===== config.mk =====
export PLATFORM = sky130hd
export DESIGN_NAME = sys_array_cell_db
export DESIGN_NICKNAME = d
export VERILOG_FILES = /design/src/rtl/sys_array_pkg.sv /design/src/rtl/sys_array_wbank.sv /design/src/rtl/sys_array_cell_db.sv
export SDC_FILE = /design/constraint.sdc
export NUM_CORES = 1
export LEC_CHECK = 0
export BUFFER_PORTS_ARGS = -buffer_cell sky130_fd_sc_hd__buf_4
export CORE_MARGIN = 2
export CORE_UTILIZATION = 59
export DETAILED_ROUTE_END_ITERATION = 10
export GPL_ROUTABILITY_DRIVEN = 0
export HOLD_SLACK_MARGIN = 0.08
export PLACE_DENSITY = 0.9
export SLEW_MARGIN = 0
export SYNTH_ARGS = -nofsm -noshare
export SYNTH_HDL_FRONTEND = slang
export SYNTH_SLANG_ARGS = --single-unit
export TNS_END_PERCENT = 50

===== constraint.sdc =====
create_clock -name clk -period 7.95 [get_ports clk]
set_input_delay 1.1925 -clock clk [delete_from_list [all_inputs] [get_ports clk]]
set_output_delay 1.1925 -clock clk [all_outputs]
set_load 0.01 [all_outputs]

===== src/rtl/sys_array_pkg.sv =====
// Shared types, default widths and the saturating adder for the systolic array cells.
package sys_array_pkg;

  localparam int unsigned IN_WIDTH_DEF  = 8;
  localparam int unsigned W_WIDTH_DEF   = 8;
  localparam int unsigned ACC_WIDTH_DEF = 24;

  // Working width of sat_add; every ACC_WIDTH must stay strictly below it.
  localparam int unsigned SAT_MAX_W = 64;

  // Encoded as {active_valid, shadow_full}.
  typedef enum logic [1:0] {
    W_EMPTY         = 2'b00,
    W_SHADOW_ONLY   = 2'b01,
    W_ACTIVE        = 2'b10,
    W_ACTIVE_SHADOW = 2'b11
  } wbank_state_e;

  typedef struct packed {
    logic                 ovf;
    logic [SAT_MAX_W-1:0] sum;
  } sat_res_t;

  // Adds two sign-extended operands that each fit in 'width' bits. The result is either clamped
  // or wrapped to 'width' bits (returned sign-extended), and ovf flags a sum outside the range.
  function automatic sat_res_t sat_add(input logic [SAT_MAX_W-1:0] a,
                                       input logic [SAT_MAX_W-1:0] b,
                                       input int unsigned          width,
                                       input logic                 saturate);
    sat_res_t                   res;
    logic signed [SAT_MAX_W:0]  s;
    logic signed [SAT_MAX_W:0]  one;
    logic signed [SAT_MAX_W:0]  maxv;
    logic signed [SAT_MAX_W:0]  minv;
    logic signed [SAT_MAX_W:0]  wrap;
    int unsigned                sh;
    s    = $signed({a[SAT_MAX_W-1], a}) + $signed({b[SAT_MAX_W-1], b});
    one  = {{SAT_MAX_W{1'b0}}, 1'b1};
    maxv = (one <<< (width - 1)) - one;
    minv = ~maxv;
    sh   = SAT_MAX_W + 1 - width;
    // Drop the bits above 'width' and sign-extend back: two's-complement wrap.
    wrap = (s <<< sh) >>> sh;
    res.ovf = (s > maxv) || (s < minv);
    if (saturate && (s > maxv)) begin
      res.sum = maxv[SAT_MAX_W-1:0];
    end else if (saturate && (s < minv)) begin
      res.sum = minv[SAT_MAX_W-1:0];
    end else begin
      res.sum = wrap[SAT_MAX_W-1:0];
    end
    return res;
  endfunction

endpackage


===== src/rtl/sys_array_wbank.sv =====
// Double-buffered weight bank: shadow register on the column shift chain, active register
// committed by a swap strobe, and the {active_valid, shadow_full} state machine.
module sys_array_wbank
  import sys_array_pkg::*;
#(
  parameter int unsigned W_WIDTH = W_WIDTH_DEF
) (
  input  logic                      clk,
  input  logic                      reset,
  input  logic                      i_w_shift_en,
  input  logic signed [W_WIDTH-1:0] i_w_in,
  input  logic                      i_w_swap,
  output logic signed [W_WIDTH-1:0] o_w_out,
  output logic                      o_w_swap_out,
  output logic signed [W_WIDTH-1:0] o_active_w,
  output logic                      o_active_valid
);

  wbank_state_e              r_state;
  logic signed [W_WIDTH-1:0] r_shadow;
  logic signed [W_WIDTH-1:0] r_active;
  logic                      r_swap_out;

  // Weight registers, swap wavefront delay and bank state in one block.
  always_ff @(posedge clk or posedge reset) begin
    if (reset) begin
      r_state    <= W_EMPTY;
      r_shadow   <= '0;
      r_active   <= '0;
      r_swap_out <= 1'b0;
    end else begin
      r_swap_out <= i_w_swap;
      // Active always takes the old shadow, so swap+shift in one cycle needs no special case.
      if (i_w_swap) begin
        r_active <= r_shadow;
      end
      if (i_w_shift_en) begin
        r_shadow <= i_w_in;
      end
      unique case (r_state)
        W_EMPTY: begin
          if (i_w_shift_en) r_state <= W_SHADOW_ONLY;
        end
        W_SHADOW_ONLY: begin
          if (i_w_swap && i_w_shift_en) r_state <= W_ACTIVE_SHADOW;
          else if (i_w_swap)            r_state <= W_ACTIVE;
        end
        W_ACTIVE: begin
          // A swap with an empty shadow commits "no weight".
          if (i_w_swap && i_w_shift_en) r_state <= W_SHADOW_ONLY;
          else if (i_w_swap)            r_state <= W_EMPTY;
          else if (i_w_shift_en)        r_state <= W_ACTIVE_SHADOW;
        end
        W_ACTIVE_SHADOW: begin
          if (i_w_swap && !i_w_shift_en) r_state <= W_ACTIVE;
        end
        default: r_state <= W_EMPTY;
      endcase
    end
  end

  assign o_w_out        = r_shadow;
  assign o_w_swap_out   = r_swap_out;
  assign o_active_w     = r_active;
  assign o_active_valid = r_state[1];

endmodule


===== src/rtl/sys_array_cell_db.sv =====
// Weight-stationary systolic PE with a double-buffered weight and a valid-qualified,
// optionally pipelined, saturating multiply-accumulate.
module sys_array_cell_db
  import sys_array_pkg::*;
#(
  parameter int unsigned IN_WIDTH  = IN_WIDTH_DEF,
  parameter int unsigned W_WIDTH   = W_WIDTH_DEF,
  parameter int unsigned ACC_WIDTH = ACC_WIDTH_DEF,
  parameter int unsigned SATURATE  = 1,
  parameter int unsigned PIPE_MULT = 0
) (
  input  logic                        clk,
  input  logic                        reset,
  input  logic                        in_valid,
  input  logic signed [IN_WIDTH-1:0]  in_data,
  output logic                        out_valid,
  output logic signed [IN_WIDTH-1:0]  out_data,
  input  logic signed [ACC_WIDTH-1:0] psum_in,
  output logic                        psum_out_valid,
  output logic signed [ACC_WIDTH-1:0] psum_out,
  input  logic                        w_shift_en,
  input  logic signed [W_WIDTH-1:0]   w_in,
  output logic signed [W_WIDTH-1:0]   w_out,
  input  logic                        w_swap,
  output logic                        w_swap_out,
  output logic                        ovf,
  output logic                        nw_err
);

  localparam int unsigned PW = IN_WIDTH + W_WIDTH;

  if (ACC_WIDTH < PW) begin : g_acc_too_narrow
    $error("ACC_WIDTH must be >= IN_WIDTH + W_WIDTH");
  end
  if (ACC_WIDTH >= SAT_MAX_W) begin : g_acc_too_wide
    $error("ACC_WIDTH must be below SAT_MAX_W");
  end

  logic signed [W_WIDTH-1:0] w_active;
  logic                      w_active_valid;

  sys_array_wbank #(
    .W_WIDTH (W_WIDTH)
  ) u_wbank (
    .clk            (clk),
    .reset          (reset),
    .i_w_shift_en   (w_shift_en),
    .i_w_in         (w_in),
    .i_w_swap       (w_swap),
    .o_w_out        (w_out),
    .o_w_swap_out   (w_swap_out),
    .o_active_w     (w_active),
    .o_active_valid (w_active_valid)
  );

  // Low PW bits of an unsigned product of sign-extended operands equal the signed product.
  logic [PW-1:0] w_in_ext;
  logic [PW-1:0] w_wt_ext;
  logic [PW-1:0] w_prod;
  assign w_in_ext = {{W_WIDTH{in_data[IN_WIDTH-1]}}, in_data};
  assign w_wt_ext = {{IN_WIDTH{w_active[W_WIDTH-1]}}, w_active};
  // With no committed weight the product is zero, so the psum bypasses unchanged.
  assign w_prod   = w_active_valid ? (w_in_ext * w_wt_ext) : '0;

  logic                 r_out_valid;
  logic [IN_WIDTH-1:0]  r_out_data;
  logic                 r_nw_err;

  // East-bound forwarding and the sticky missing-weight flag.
  always_ff @(posedge clk or posedge reset) begin
    if (reset) begin
      r_out_valid <= 1'b0;
      r_out_data  <= '0;
      r_nw_err    <= 1'b0;
    end else begin
      r_out_valid <= in_valid;
      if (in_valid) begin
        r_out_data <= in_data;
      end
      if (in_valid && !w_active_valid) begin
        r_nw_err <= 1'b1;
      end
    end
  end

  logic                 w_s2_valid;
  logic [PW-1:0]        w_s2_prod;
  logic [ACC_WIDTH-1:0] w_s2_psum;

  if (PIPE_MULT != 0) begin : g_pipe
    logic                 r_p_valid;
    logic [PW-1:0]        r_p_prod;
    logic [ACC_WIDTH-1:0] r_p_psum;

    // Product stage: weight is sampled here, so later swaps do not affect the add stage.
    always_ff @(posedge clk or posedge reset) begin
      if (reset) begin
        r_p_valid <= 1'b0;
        r_p_prod  <= '0;
        r_p_psum  <= '0;
      end else begin
        r_p_valid <= in_valid;
        if (in_valid) begin
          r_p_prod <= w_prod;
          r_p_psum <= psum_in;
        end
      end
    end

    assign w_s2_valid = r_p_valid;
    assign w_s2_prod  = r_p_prod;
    assign w_s2_psum  = r_p_psum;
  end else begin : g_nopipe
    assign w_s2_valid = in_valid;
    assign w_s2_prod  = w_prod;
    assign w_s2_psum  = psum_in;
  end

  logic [SAT_MAX_W-1:0] w_add_a;
  logic [SAT_MAX_W-1:0] w_add_b;
  sat_res_t             w_sat;
  assign w_add_a = {{(SAT_MAX_W - ACC_WIDTH){w_s2_psum[ACC_WIDTH-1]}}, w_s2_psum};
  assign w_add_b = {{(SAT_MAX_W - PW){w_s2_prod[PW-1]}}, w_s2_prod};
  assign w_sat   = sat_add(w_add_a, w_add_b, ACC_WIDTH, SATURATE != 0);

  logic                 r_psum_valid;
  logic [ACC_WIDTH-1:0] r_psum;
  logic                 r_ovf;

  // Accumulate stage: psum register, its valid strobe and the sticky overflow flag.
  always_ff @(posedge clk or posedge reset) begin
    if (reset) begin
      r_psum_valid <= 1'b0;
      r_psum       <= '0;
      r_ovf        <= 1'b0;
    end else begin
      r_psum_valid <= w_s2_valid;
      if (w_s2_valid) begin
        r_psum <= w_sat.sum[ACC_WIDTH-1:0];
        if (w_sat.ovf) begin
          r_ovf <= 1'b1;
        end
      end
    end
  end

  assign out_valid      = r_out_valid;
  assign out_data       = r_out_data;
  assign psum_out_valid = r_psum_valid;
  assign psum_out       = r_psum;
  assign ovf            = r_ovf;
  assign nw_err         = r_nw_err;

endmodule


==> flow_metrics.tcl, run 1 <==
set metrics [dict create \
    status "finished clean" \
    cts_buffers 5 \
    antenna_found_initial 0 \
    instances_no_fill 870 \
    place_hpwl_mm 12.1 \
    synth.mux.area_fraction_pct 4.76 \
    syn_inst 645 \
    worstSkewPairLatency_ps 320 \
    firstDrtPassIters 5 \
    max-slew-margin-rel_pct 25.9 \
    num-nets-final 887 \
    synth-compound-area-share_pct 15.9 \
    grt.total_usage_pct 27.2 \
    dp_cells 860 \
    avgSynthCellArea_um2 9.53 \
    synth_top_family_by_area "adder cells" \
    hold_path_startpoint "ovf" \
    tightest_slew_ps 1110 \
    crit_type "input port to flip-flop" \
    start_kind "input port" \
    finalSetupViolCount 0 \
    synthSimpleGateAreaFrac_pct 14.7 \
    slew_viol_final 0 \
    cts_sinks 54 \
    slowest_delay_ps 540 \
    synth_area_leaders "dfrtp_1 (22%), fa_1 (18%), ha_1 (11%), inv_1 (5.9%), and2_1 (4.9%)" \
    die_h_um 106 \
    synth.distinct_cells 60 \
    grt_overflow 0 \
    synthAdderAreaFrac_pct 29.0 \
    critical_path.endpoint_type "flip-flop" \
    syn_nets 799 \
    initial_core_util_pct 60.1 \
    async_reset_ff_share_pct 100 \
    synth-edff-count 0 \
    die_w_um 106 \
    grt_pass1_wl_mm 24.4 \
    worstPathMaxFanout 9 \
    ant_nets 0 \
    layout_min_cycle_time_ps 7660 \
    ys.flop_type "dfrtp_1" \
    finClkSkew_ps 5.94 \
    io_pins 90 \
    cts_max_level 2 \
    io_buffers 89 \
    vias 4969 \
    core_um2 10200 \
    syn_area_um2 6150 \
    netlist.top_cell.by_area "dfrtp_1" \
    finalWirelength_mm 14.6 \
    cts.clk_slew.worst_paths_ps 100 \
    drc_errors 0 \
    grt_pass1_vias 5242 \
    synth.yosys.seq_area_share_pct 22.0 \
    finalCritPeriodShare_pct 96.3 \
    num_rows 37 \
    viasPerCell 5.71 \
    dieArea_um2 11300 \
    utilization_pct 68.7 \
    hold_viol 0 \
    wire_per_inst_um 16.8 \
    layout_common_cells "buf_4 (98), inv_1 (95), fa_1 (56)" \
    area_growth_pct 14.4 \
    fmax_mhz 131 \
    cts_buffer_depth 2 \
    root_buffer "clkbuf_8" \
    cap_violations 0 \
    hold_class "flip-flop to flip-flop" \
    yosysTopAreaCellShare_pct 22.0 \
    crit_path_start "in_data[0]" \
    drt_iter0_drc 240 \
    worstPathRequired_ps 8190 \
    rsz0062_at_grt "no" \
    mostFrequentLayoutCell "buf_4" \
    worstReg2RegStart "u_wbank.o_active_w[0]" \
    yosys_warnings 0 \
    synth_xor_area_share_pct 5.27 \
    diodes 0 \
    cts_tree "done" \
    setup_tns_ps 0 \
    synth.ff_latch_count 54 \
    grt_max_degree 55 \
    crit_slowest_cell "fa_1" \
    drive_gt1_share_pct 23.4 \
    worstPathArrival_ps 7900 \
    fillers 715 \
]
==> cell families after synthesis <==
| group | count (synthesis) |
|---|---|
| flip-flops | 54 |
| XOR/XNOR | 37 |
| AND/OR/NAND/NOR | 172 |
| AO/OA/AOI/OAI | 131 |
| multiplexers | 26 |
| adder cells (fa/ha/maj) | 109 |
| buffers and inverters | 116 |
==> worst paths after layout <==
check	cells after the start	to	slack [ps]
max	30	psum_out[17]	290
min	1	ovf	490
max reg2reg	30	psum_out[17]	770
min reg2reg	1	ovf	490
max in group asynchronous	2	psum_out[6]	6110
min in group asynchronous	2	u_wbank.o_w_out[0]	1150
==> Yosys cell counts (4+ instances only) <==
| library cell | n |
|---|---|
| inv_1 | 96 |
| fa_1 | 56 |
| dfrtp_1 | 54 |
| ha_1 | 53 |
| and2_1 | 48 |
| a21oi_1 | 42 |
| nor2_1 | 40 |
| nand2_1 | 33 |
| mux2_2 | 26 |
| xnor2_1 | 23 |
| nand3_1 | 17 |
| xor2_1 | 14 |
| a21oi_2 | 13 |
| o21ai_0 | 13 |
| nor2b_1 | 10 |
| a21o_1 | 9 |
| o211ai_1 | 8 |
| nor3_1 | 7 |
| buf_6 | 6 |
| clkbuf_1 | 6 |
| a211oi_1 | 5 |
| a31oi_1 | 5 |
| a211oi_4 | 4 |
| o2bb2ai_1 | 4 |
==> metal layers <==
layer	wire length, µm	GRT usage, %
met1	5780	31.6
met2	7300	49.2
met3	967	5.27
met4	552	11.2
met5	0	0
==> timing repair <==
action / 4_1_cts / 5_1_grt
hold buffers: 0 / 0
resized for setup: 0 / 3
setup endpoints to repair: 0 / 21
buffers inserted: 0 / 2
==> through the flow <==
step / area [µm²] / hold WS, ps / setup slack (ps)
after floorplan: 6150 / 453 / 295
after global placement: 6900 / 460 / -25.0
after detailed placement: 6900 / 475 / -215
after CTS: 6990 / 496 / 125
after global routing: 7030 / 520 / 6.76
final: 7030 / 494 / 294
==> area by class of cell <==
cell class	instances	area (µm²)	area share [%]
Inverter	98	370	5.27
Clock buffer	5	68.8	0.978
Tap cell	136	170	2.42
Timing Repair Buffer	99	756	10.7
Clock inverter	3	25.0	0.356
Sequential cell	54	1350	19.2
Multi-Input combinational cell	475	4290	61.0
==> sequential cells by signal (all words and copies together) (netlist names) <==
register	count
psum_out	24
out_data	8
u_wbank.o_active_w	8
u_wbank.o_w_out	8
u_wbank.r_state	2
nw_err	1
ovf	1
psum_out_valid	1
u_wbank.o_w_swap_out	1
==> critical path: cells and delay by family <==
kind / cells / cell delay, ps
fa+ha+maj: 6 / 2810
buf+inv: 8 / 940
simple gates: 5 / 550
compound gates: 10 / 2230
xor+xnor: 1 / 170
Power of run 1 is not shown: default switching activity piles up to over one toggle a cycle in this logic, so the estimate is an artifact.
==> run 2: changes to the inputs <==
- CORE_MARGIN: 2 -> 3
- SLEW_MARGIN: 0 -> 20
- SYNTH_HIERARCHICAL: unset -> 1
==> run 2 against run 1 <==
Net effect:
- register-to-register slack gained 210 ps
- synthesized area shrank 5.4%
- sequential cell count is the same
- die area shrank 1.5%
- critical path type unchanged
- highest routed layer unchanged
==> flow_metrics.tcl, run 2 <==
set metrics [dict create \
    status "finished clean" \
    finalCritPeriodShare_pct 93.2 \
    worstPathMaxFanout 23 \
    critical_path.endpoint_type "flip-flop" \
    initial_core_util_pct 61.8 \
    diodes 0 \
    die_h_um 105 \
    grt_pass1_vias 4870 \
    yosysMostFrequentCell "inv_1" \
    firstDrtPassIters 4 \
    seq_area_um2 1350 \
    worstSkewPairLatency_ps 320 \
    drt_iter0_drc 204 \
    rsz0062_at_grt "no" \
    crit_slowest_cell "fa_1" \
    worstPathArrival_ps 7660 \
    grt_overflow 0 \
    cts_buffers 5 \
    synth.ff_latch_count 54 \
    finalWorstSetupSlack_ps 541 \
    grt.total_usage_pct 24.9 \
    highest_layer "met4" \
    mostFrequentLayoutCell "inv_1" \
    crit_buf_inv 7 \
    wire_per_inst_um 15.7 \
    io_buffers 89 \
    avgSynthCellArea_um2 9.38 \
    fillers 714 \
    place_hpwl_mm 10.7 \
    syn_area_um2 5820 \
    vias 4590 \
    finalWirelength_mm 13.2 \
    async_reset_ff_share_pct 100 \
    slowest_delay_ps 600 \
    area_growth_pct 15.1 \
    slew_viol_final 0 \
    synth.distinct_cells 45 \
    wl_met2_mm 6.37 \
    num_rows 35 \
    root_buffer "clkbuf_8" \
    max-slew-margin-rel_pct 54.4 \
    finClkSkew_ps 6.37 \
    io_pins 90 \
    cts_buffer_depth 2 \
    die_w_um 105 \
    yosysTopAreaCellShare_pct 23.2 \
    layout_common_cells "inv_1 (99), buf_4 (94), fa_1 (56)" \
    drc_errors 0 \
    syn_inst 620 \
    hold_viol 0 \
    worstPathRequired_ps 8200 \
    dieArea_um2 11100 \
    cts_sinks 54 \
    wirelength_met1_mm 5.76 \
    core_um2 9420 \
    drive_gt1_share_pct 19.0 \
    yosys_warnings 6 \
    grt_max_degree 38 \
    hold_class "flip-flop to flip-flop" \
    antenna_found_initial 0 \
    finalSetupViolCount 0 \
    dp_slack_ps -240 \
    tightest_slew_ps 684 \
    path_delay_family "adder cells" \
    cts.clk_slew.worst_paths_ps 110 \
    wl_met3_um 760 \
    crit_type "input port to flip-flop" \
    syn_nets 774 \
    start_kind "input port" \
    ys.flop_type "dfrtp_1" \
    layout_min_cycle_time_ps 7410 \
    viasPerCell 5.47 \
    setup_tns_ps 0 \
    cts_tree "done" \
    ant_nets 0 \
    synth.yosys.seq_area_share_pct 23.2 \
    cts_max_level 2 \
    synth-edff-count 0 \
    largest_register_ffs 24 \
    grt_pass1_wl_mm 22.7 \
    multi_input_area_um2 4010 \
    netlist.top_cell.by_area "dfrtp_1" \
    hold_buffers 0 \
    cap_violations 0 \
    num-nets-final 863 \
    synth_common_cells "inv_1 (99), fa_1 (56), a21oi_1 (55)" \
    synth_area_leaders "dfrtp_1 (23%), fa_1 (19%), ha_1 (11%), inv_1 (6.4%), and2_1 (5.3%)" \
    fmax_mhz 135 \
]
## run 2: kinds of logic (layout without fill, tap and decap cells)
family                   Yosys count  after routing  synth area share (%)
AND/OR/NAND/NOR                  169            169                  14.0
multiplexers                      26             26                  6.13
adder cells (fa/ha/maj)          109            109                  30.7
AO/OA/AOI/OAI                    115            115                  12.5
flip-flops                        54             54                  23.2
XOR/XNOR                          36             36                  5.42
buffers and inverters            111            201                  8.00
## run 2: cell type report
class / instances / share of cell area, %
clock buffers: 5 / 1.03
clock inverters: 3 / 0.336
inverters: 99 / 5.55
multi-input cells: 455 / 59.9
flip-flops and latches: 54 / 20.2
well taps: 129 / 2.41
repair buffers: 94 / 10.5
## run 2: per-stage QoR
step | hold slack (ps) | cell area, µm² | instances | util, %
6_report | 473 | 6690 | 839 | 71.1
5_1_grt | 497 | 6690 | 839 | 71.1
4_1_cts | 474 | 6680 | 839 | 71.0
3_5_place_dp | 453 | 6590 | 831 | 70.0
3_3_place_gp | 443 | 6590 | 831 | 70.0
2_1_floorplan | 450 | 5820 | 620 | -
## run 2: timing repair
action / in CTS / in global routing
resized for setup: 0 / 3
buffers inserted: 0 / 0
endpoints found under the setup margin: 0 / 23
## run 2: layer usage
metal	track usage [%]	vias up
met4	7.69	0
li1	-	2195
met5	0	-
met1	33.6	2203
met2	41.8	166
met3	3.43	26
## run 2: final timing paths
check,to,slack (ps),cells past startpoint,startpoint
max,psum_out[7],540,28,in_data[7]
min,ovf,470,1,ovf
max reg2reg,psum_out[7],980,27,u_wbank/o_active_w[4]
min reg2reg,ovf,470,1,ovf
max in group asynchronous,u_wbank/o_w_out[7],6550,2,reset
min in group asynchronous,u_wbank/o_w_out[0],970,2,reset
## run 2: worst reg2reg max path: cells and delay by family, from the launching register on
| kind | cells | cell delay (ps) |
|---|---|---|
| fa+ha+maj | 6 | 2880 |
| compound gates | 10 | 1760 |
| simple gates | 4 | 870 |
| buf+inv | 6 | 720 |
| flops | 1 | 500 |
| xor+xnor | 1 | 160 |
Power of run 2 is left out for the same reason.
